$ cat src/rtl/banco_registros_p_if.sv
// rtl/banco_registros_p_if.sv - register bank port bundle: write port, two read ports, clear handshake
interface banco_registros_p_if #(
    parameter int WIDTH = 32,
    parameter int DEPTH = 32
);
    localparam int AW = $clog2(DEPTH);

    logic             enable_w;
    logic [AW-1:0]    write_data;
    logic [WIDTH-1:0] data;
    logic [AW-1:0]    read_data1;
    logic [AW-1:0]    read_data2;
    logic [WIDTH-1:0] out_d1;
    logic [WIDTH-1:0] out_d2;
    logic             clr_req;
    logic             clr_busy;
    logic             clr_done;
    logic             wr_drop;

    modport master (
        output enable_w, write_data, data, read_data1, read_data2, clr_req,
        input  out_d1, out_d2, clr_busy, clr_done, wr_drop
    );

    modport slave (
        input  enable_w, write_data, data, read_data1, read_data2, clr_req,
        output out_d1, out_d2, clr_busy, clr_done, wr_drop
    );
endinterface

$ cat src/rtl/banco_registros_p.sv
// rtl/banco_registros_p.sv - parametrised register bank with bulk-clear sweep; optional REGFILE_BYPASS_EN forwarding
module banco_registros_p #(
    parameter int              WIDTH      = 32,
    parameter int              DEPTH      = 32,
    parameter int              INIT_COUNT = 7,
    parameter logic [WIDTH-1:0] INIT_VAL  = 32'h00000001,
    parameter bit              ZERO_REG   = 1'b0
) (
    input  logic                clk,
    input  logic                rst,
    banco_registros_p_if.slave  bus
);
    localparam int AW = $clog2(DEPTH);
    localparam logic [AW-1:0] IDX_LAST = AW'(DEPTH - 1);

    // One-hot-style encoding so busy/done are each a single flop bit
    typedef enum logic [1:0] {
        IDLE  = 2'b00,
        SWEEP = 2'b01,
        DONE  = 2'b10
    } state_t;

    state_t           state;
    state_t           state_nx;
    logic [AW-1:0]    idx;
    logic [WIDTH-1:0] bank [DEPTH];
    logic             wr_accept;
    logic             fwd1;
    logic             fwd2;

    function automatic logic [WIDTH-1:0] clear_value(input int n);
        return (n < INIT_COUNT) ? INIT_VAL : '0;
    endfunction

    // Writes land only while idle; register 0 is read-only when hard-wired to zero
    assign wr_accept = bus.enable_w && (state == IDLE) &&
                       !(ZERO_REG && (bus.write_data == '0));

`ifdef REGFILE_BYPASS_EN
    assign fwd1 = wr_accept && (bus.read_data1 == bus.write_data);
    assign fwd2 = wr_accept && (bus.read_data2 == bus.write_data);
`else
    assign fwd1 = 1'b0;
    assign fwd2 = 1'b0;
`endif

    // State register
    always_ff @(posedge clk or posedge rst) begin
        if (rst) state <= IDLE;
        else     state <= state_nx;
    end

    // Next-state: idle until a clear request, sweep every register once, one done cycle
    always_comb begin
        state_nx = state;
        unique case (state)
            IDLE:    if (bus.clr_req) state_nx = SWEEP;
            SWEEP:   if (idx == IDX_LAST) state_nx = DONE;
            DONE:    state_nx = IDLE;
            default: state_nx = IDLE;
        endcase
    end

    // Outputs decoded straight from the state flops
    always_comb begin
        bus.clr_busy = (state == SWEEP);
        bus.clr_done = (state == DONE);
    end

    // Sweep index: restarted on entry to the sweep, advances one register per cycle
    always_ff @(posedge clk or posedge rst) begin
        if (rst)                               idx <= '0;
        else if (state == IDLE && bus.clr_req) idx <= '0;
        else if (state == SWEEP)               idx <= idx + 1'b1;
    end

    // Storage: reset pattern, sweep clears, or a normal write
    always_ff @(posedge clk or posedge rst) begin
        if (rst) begin
            for (int i = 0; i < DEPTH; i++) bank[i] <= clear_value(i);
        end else if (state == SWEEP) begin
            bank[idx] <= clear_value(int'(idx));
        end else if (wr_accept) begin
            bank[bus.write_data] <= bus.data;
        end
    end

    // Flag every requested write that did not land, one cycle later
    always_ff @(posedge clk or posedge rst) begin
        if (rst) bus.wr_drop <= 1'b0;
        else     bus.wr_drop <= bus.enable_w && !wr_accept;
    end

    // Read port 1
    always_comb begin
        bus.out_d1 = bank[bus.read_data1];
        if (fwd1) bus.out_d1 = bus.data;
        if (ZERO_REG && (bus.read_data1 == '0)) bus.out_d1 = '0;
    end

    // Read port 2
    always_comb begin
        bus.out_d2 = bank[bus.read_data2];
        if (fwd2) bus.out_d2 = bus.data;
        if (ZERO_REG && (bus.read_data2 == '0)) bus.out_d2 = '0;
    end
endmodule
$ cat src/flat_wrapper.sv
// flat-port wrapper written by rule: the top's interface ports become plain ports
module banco_registros_p_flat 
#(
    parameter int              WIDTH      = 32,
    parameter int              DEPTH      = 32,
    parameter int              INIT_COUNT = 7,
    parameter logic [WIDTH-1:0] INIT_VAL  = 32'h00000001,
    parameter bit              ZERO_REG   = 1'b0
)
  (clk, rst, bus_enable_w, bus_write_data, bus_data, bus_read_data1, bus_read_data2, bus_clr_req, bus_out_d1, bus_out_d2, bus_clr_busy, bus_clr_done, bus_wr_drop);
  banco_registros_p_if #(.WIDTH(WIDTH), .DEPTH(DEPTH)) bus_i ();
  input  logic clk;
  input  logic rst;
  input wire logic [$bits(bus_i.enable_w)-1:0] bus_enable_w;
  input wire logic [$bits(bus_i.write_data)-1:0] bus_write_data;
  input wire logic [$bits(bus_i.data)-1:0] bus_data;
  input wire logic [$bits(bus_i.read_data1)-1:0] bus_read_data1;
  input wire logic [$bits(bus_i.read_data2)-1:0] bus_read_data2;
  input wire logic [$bits(bus_i.clr_req)-1:0] bus_clr_req;
  output wire logic [$bits(bus_i.out_d1)-1:0] bus_out_d1;
  output wire logic [$bits(bus_i.out_d2)-1:0] bus_out_d2;
  output wire logic [$bits(bus_i.clr_busy)-1:0] bus_clr_busy;
  output wire logic [$bits(bus_i.clr_done)-1:0] bus_clr_done;
  output wire logic [$bits(bus_i.wr_drop)-1:0] bus_wr_drop;
  assign bus_i.enable_w = bus_enable_w;
  assign bus_i.write_data = bus_write_data;
  assign bus_i.data = bus_data;
  assign bus_i.read_data1 = bus_read_data1;
  assign bus_i.read_data2 = bus_read_data2;
  assign bus_i.clr_req = bus_clr_req;
  assign bus_out_d1 = bus_i.out_d1;
  assign bus_out_d2 = bus_i.out_d2;
  assign bus_clr_busy = bus_i.clr_busy;
  assign bus_clr_done = bus_i.clr_done;
  assign bus_wr_drop = bus_i.wr_drop;
  banco_registros_p #(.WIDTH(WIDTH), .DEPTH(DEPTH), .INIT_COUNT(INIT_COUNT), .INIT_VAL(INIT_VAL), .ZERO_REG(ZERO_REG)) u_core (.clk(clk), .rst(rst), .bus(bus_i));
endmodule
$ cat config.mk
export PLATFORM = sky130hd
export DESIGN_NAME = banco_registros_p_flat
export DESIGN_NICKNAME = d
export VERILOG_FILES = /design/src/rtl/banco_registros_p_if.sv /design/src/rtl/banco_registros_p.sv /design/src/flat_wrapper.sv
export SDC_FILE = /design/constraint.sdc
export NUM_CORES = 2
export LEC_CHECK = 0
export BUFFER_PORTS_ARGS = -buffer_cell sky130_fd_sc_hd__buf_4
export CORE_ASPECT_RATIO = 1.25
export CORE_MARGIN = 2
export CORE_UTILIZATION = 55
export CTS_BUF_LIST = sky130_fd_sc_hd__clkbuf_4 sky130_fd_sc_hd__clkbuf_8
export DETAILED_ROUTE_END_ITERATION = 10
export GPL_ROUTABILITY_DRIVEN = 0
export GPL_TIMING_DRIVEN = 0
export PLACE_DENSITY_LB_ADDON = 0.15
export SKIP_LAST_GASP = 1
export SLEW_MARGIN = 25
export SYNTH_ARGS = -nofsm -noshare
export SYNTH_HDL_FRONTEND = slang
export SYNTH_SLANG_ARGS = --single-unit
$ cat constraint.sdc
create_clock -name clk -period 96.6 [get_ports clk]
set_input_delay 19.32 -clock clk [delete_from_list [all_inputs] [get_ports clk]]
set_output_delay 19.32 -clock clk [all_outputs]
set_load 0.05 [all_outputs]
Yosys cells after proc, flatten, opt, wreduce, memory -nomap -nowiden
Index checks and enable logic that the tools add are counted.
- add/sub/neg operators: 1
- multiply operators: 0
- div/mod/pow operators: 0
- order comparisons: 7
- equal/unequal tests: 5
- shifts and indexed selects: 0
- muxes and demuxes: 20
- bitwise operators: 4
- reductions and logical operators: 10
- operator list (operator ; count):
    $bwmux W1024 ; 2
    $mux W1024 ; 2
    $bmux W32 S5 ; 2
    $demux W32 S5 ; 2
    $mux W32 ; 6
    $ge A6 B6 Y1 const B ; 4
    $not A5 Y6 ; 4
    $lt A6 B1 Y1 const B ; 2
    $mux W5 ; 2
    $add A5 B1 Y5 const B ; 1
    $eq A5 B5 Y1 const B ; 1
    $logic_and A1 B1 Y1 ; 5
    $lt A5 B3 Y1 const B ; 1
    $mux W2 ; 2
    $pmux W2 S2 ; 1
    $reduce_bool A2 Y1 ; 2
    $eq A2 B1 Y1 const B ; 1
    $eq A2 B2 Y1 const B ; 1
    $logic_not A2 Y1 ; 1
    $ne A2 B1 Y1 const B ; 1
    $ne A2 B2 Y1 const B ; 1
    $reduce_and A2 Y1 ; 1
    $logic_not A1 Y1 ; 1
    $mux W1 ; 1
- bits in registers: 1032
- latch bits: 0
- memory bits (writable): 0
- bits in read-only memories: 0
- word-level logic and storage cells: 82
- memories: 0

Logic depth before layout (Yosys ltp)
- depth in word-level cells: 8
- gate-level depth with buffers: 9

Least setup slack after synthesis
Ideal clock, no wire load.
- kind: input to output
- from: input bus_read_data2[1]
- to: output bus_out_d2[25]
- arrival: 21003 ps
- required time: 77280 ps
- path slack: 56277 ps
- stages on the path: 8
- path buffers: 4
- path through: buf_2 -> buf_2 -> buf_2 -> buf_2 -> mux2i_1 -> a22oi_1 -> a31oi_1 -> nand3_1
- longest elaborated chain between the ends: 4
- ends and longest elaborated chain (item ; RTL line ; source):
    start: declaration ; flat_wrapper.sv:18 ; input wire logic [$bits(bus_i.read_data2)-1:0] bus_read_data2;
    $not A5 Y6 (implied by the code) ; banco_registros_p.sv:103 ; bus.out_d2 = bank[bus.read_data2];
    $bmux W32 S5 ; banco_registros_p.sv:103 ;
    $mux W32 (implied by the code) (2 in a row) ; banco_registros_p.sv:103 ;
    end: declaration ; flat_wrapper.sv:21 ; output wire logic [$bits(bus_i.out_d2)-1:0] bus_out_d2;
No other way between the ends. The select of a mux whose other input is x is not followed.

Worst setup path in the final report
- from: input bus_read_data1[1]
- to: output bus_out_d1[11]
- longest elaborated chain between the ends: 4
- ends and longest elaborated chain (item ; RTL line ; source):
    start: declaration ; flat_wrapper.sv:17 ; input wire logic [$bits(bus_i.read_data1)-1:0] bus_read_data1;
    $not A5 Y6 (implied by the code) ; banco_registros_p.sv:96 ; bus.out_d1 = bank[bus.read_data1];
    $bmux W32 S5 ; banco_registros_p.sv:96 ;
    $mux W32 (implied by the code) (2 in a row) ; banco_registros_p.sv:96 ;
    end: declaration ; flat_wrapper.sv:20 ; output wire logic [$bits(bus_i.out_d1)-1:0] bus_out_d1;
No other way between the ends. The select of a mux whose other input is x is not followed.

==> results_dict.tcl <==
set metrics [dict create \
    critPathBufInv 5 \
    cts.sinks 1032 \
    cap_violations 0 \
    ys_seq_elements 1032 \
    ios 118 \
    period_share 0.4388 \
    peakVddDrop_v 0.00001979 \
    cts_tree "yes" \
    path_clk_slew_ns 0.06 \
    path_class "input port to output pin" \
    endpoint_kind "output pin" \
    crit_family "buffers and inverters" \
    layout-drive-gt1-share 0.1425 \
    core_mm2 0.1002 \
    post-dp-hpwl_um 169900 \
    drc 0 \
    crit_chain "buf_2 -> buf_2 -> clkbuf_1 -> buf_2 -> mux2i_1 -> nand2_1 -> a31oi_1 -> nand3_1 -> buf_4" \
    finalSetupViolations 0 \
    post-route-min-period_ns 42.38 \
    r2r_cells 6 \
    syn_avg_cell_area_um2 10.83 \
    dr.pass1.iters 7 \
    final_common_cell "dfrtp_1" \
    use_met3 0.1334 \
    postCtsSetupBuffers 0 \
    path_max_fanout 10 \
    r2r_slack_ns 93.23 \
    worst_setup_path_start_kind "input port" \
    insertion_delay_ns 0.94 \
    track_usage 0.4393 \
    rows 130 \
    syn_area_mm2 0.05546 \
    met2_usage 0.6223 \
    root_buffer "clkbuf_8" \
    leakage_nw 29.15 \
    drv_slew 0 \
    reg2reg_from "u_core.state[1]" \
    grt_pass1_vias 48009 \
    grt_max_degree 99 \
    top_usage_layer "met2" \
    met1_usage 0.5418 \
    drt_wl_total_um 229700 \
    ys_types 49 \
    slowest_delay_ns 0.93 \
    outcome "completed" \
    portBuffers 113 \
    skew_ns 0.02922 \
    cts.repair.resized 0 \
    cp-startpoint "bus_read_data1[1]" \
    hold_viol_final 0 \
    seq_power_share 0.386 \
    initial_core_util 0.5535 \
    final_cell_mix "dfrtp_1, mux2i_1, a22o_1" \
    relSlewSlack 0.1714 \
    crit_arrival_ns 23.06 \
    hold_class "flop to flop" \
    synth-edff-count 0 \
    cts_buffers 170 \
    cp_common_cell "buf_2" \
    viasPerCell 7.182 \
    worst_pin_slew_ns 1.238 \
    antenna_found_initial 9 \
    yosys_warnings 0 \
    grt_pass1_wl_um 328100 \
    ys.flop_type "dfrtp_1" \
    placed_area_mm2 0.05834 \
    grt-ovfl-total 0 \
    r2r-end "u_core.bank[505]" \
    dieArea_mm2 0.1034 \
    netlist_instances 5123 \
    finalSetupTns_ns 0 \
    power.density_mw_per_mm2 18.88 \
    vias 49291 \
    p_int_mw 0.7394 \
    cts_max_level 4 \
    p_comb_frac 0.255 \
    cp.required_ns 77.28 \
    hold_depth 2 \
    fp.dieW_um 288.0 \
    p_sw_frac 0.3684 \
    fin_area_mm2 0.06201 \
    hold-path-endpoint "u_core.bank[583]" \
    area_delta_synth_final_pct 11.81 \
    clkPwrFrac 0.359 \
    avgRoutedWirePerCell_um 33.47 \
    critical_path.slowest_cell "clkbuf_1" \
    chipHeight_um 359.0 \
    hold_path.startpoint "u_core.bank[583]" \
    clk_path_buf_depth 3 \
    nets 5479 \
    synthArstFlopShare 1.000 \
    dr.first_iter.drc_count 6965 \
    ant_nets 0 \
    syn_nets 5179 \
    seq_area_frac_synth 0.4658 \
    hold_buffers 0 \
    net-switching-power_mw 0.4313 \
    rsz0062_at_grt "false" \
    max_freq_ghz 0.02359 \
]
[per-layer routing]
layer,part of all wire,up-vias
met3,0.11,921
li1,-,20146
met2,0.42,3450
met4,0.10,2
met5,0.000057,-
met1,0.36,24772
[cells in the mapped netlist, types with 12 or more instances]
cell type | n | area share
a22oi_1 | 194 | 0.026
buf_1 | 35 | 0.0024
and2_1 | 37 | 0.0042
o21ai_1 | 27 | 0.0024
nand2_1 | 381 | 0.026
o21ai_0 | 125 | 0.011
buf_2 | 325 | 0.029
nor2_1 | 13 | 0.00088
and3_1 | 17 | 0.0019
nand3_1 | 211 | 0.019
a32o_1 | 17 | 0.0031
a31oi_1 | 69 | 0.0078
nand2b_1 | 14 | 0.0016
dfrtp_1 | 1025 | 0.46
mux2i_1 | 1024 | 0.18
a21oi_1 | 197 | 0.018
nor3_1 | 71 | 0.0064
o2bb2ai_1 | 372 | 0.059
clkbuf_1 | 224 | 0.015
o22ai_1 | 12 | 0.0014
a22o_1 | 663 | 0.10
[per-stage QoR]
step / utilization / instances / power [mW] / setup slack [ns] / hold WS, ns
after detailed placement: 0.5822 / 6569 / 0.7387 / 54.60 / 0.4931
after global placement: 0.5784 / 6556 / 0.7343 / 36.91 / 0.4823
after CTS: 0.6180 / 6853 / 1.151 / 54.59 / 0.5087
final: 0.6189 / 6863 / 1.171 / 54.22 / 0.5038
after global routing: 0.6187 / 6857 / 1.195 / 54.37 / 0.5237
after floorplan: - / 5123 / 0.6224 / 48.25 / 0.4692
[cell families (layout without fill, tap and decap cells)]
| logic type | count (synthesis) | count (layout) | share of synthesized area |
|---|---|---|---|
| compound gates | 1689 | 1689 | 0.2355 |
| flops | 1032 | 1032 | 0.4658 |
| mux | 1031 | 1031 | 0.1862 |
| simple gates | 774 | 774 | 0.06378 |
| buf+inv | 592 | 1004 | 0.04756 |
| fa+ha+maj | 5 | 5 | 0.001128 |
| other cells | 0 | 8 | 0 |
[power groups by stage]
stage / clock network, mW / registers (mW) / logic, mW
global placement: 0 / 0.460 / 0.275
CTS: 0.420 / 0.451 / 0.280
finish: 0.420 / 0.452 / 0.299
global route: 0.439 / 0.453 / 0.303
detailed placement: 0 / 0.459 / 0.280
floorplan: 0 / 0.458 / 0.165
[worst max path at each step]
stage | endpoint | slack [ns] | cells past startpoint
final | bus_out_d1[11] | 54.22 | 9
after global routing | bus_out_d1[11] | 54.37 | 9
after CTS | bus_out_d2[2] | 54.59 | 9
after detailed placement | bus_out_d2[2] | 54.60 | 9
after global placement | u_core.bank[806] | 36.91 | 2
after floorplan | u_core.bank[0] | 48.25 | 1
[sequential cells by signal (all words and copies together), names as in the netlist]
signal / cells
u_core.bus.wr_drop: 1
u_core.bank: 1024
u_core.state: 2
u_core.idx: 5
[worst min-delay path, delay by kind of cell, from the launching register on]
kind	cells	cell delay (ns)
AOI/OAI and AO/OA	1	0.06
and+or+nand+nor	1	0.05
DFF	1	0.35
[final cells by class]
| class | instances | area, µm² |
|---|---|---|
| Antenna cell | 8 | 20.02 |
| Buffer | 586 | 2638 |
| Clock buffer | 264 | 3364 |
| Clock inverter | 20 | 221.5 |
| Fill cell | 8458 | 38190 |
| Inverter | 6 | 30.03 |
| Multi-Input combinational cell | 3499 | 27020 |
| Sequential cell | 1032 | 25830 |
| Tap cell | 1320 | 1652 |
| Timing Repair Buffer | 128 | 1232 |
Power figures use the tool's default switching activity.
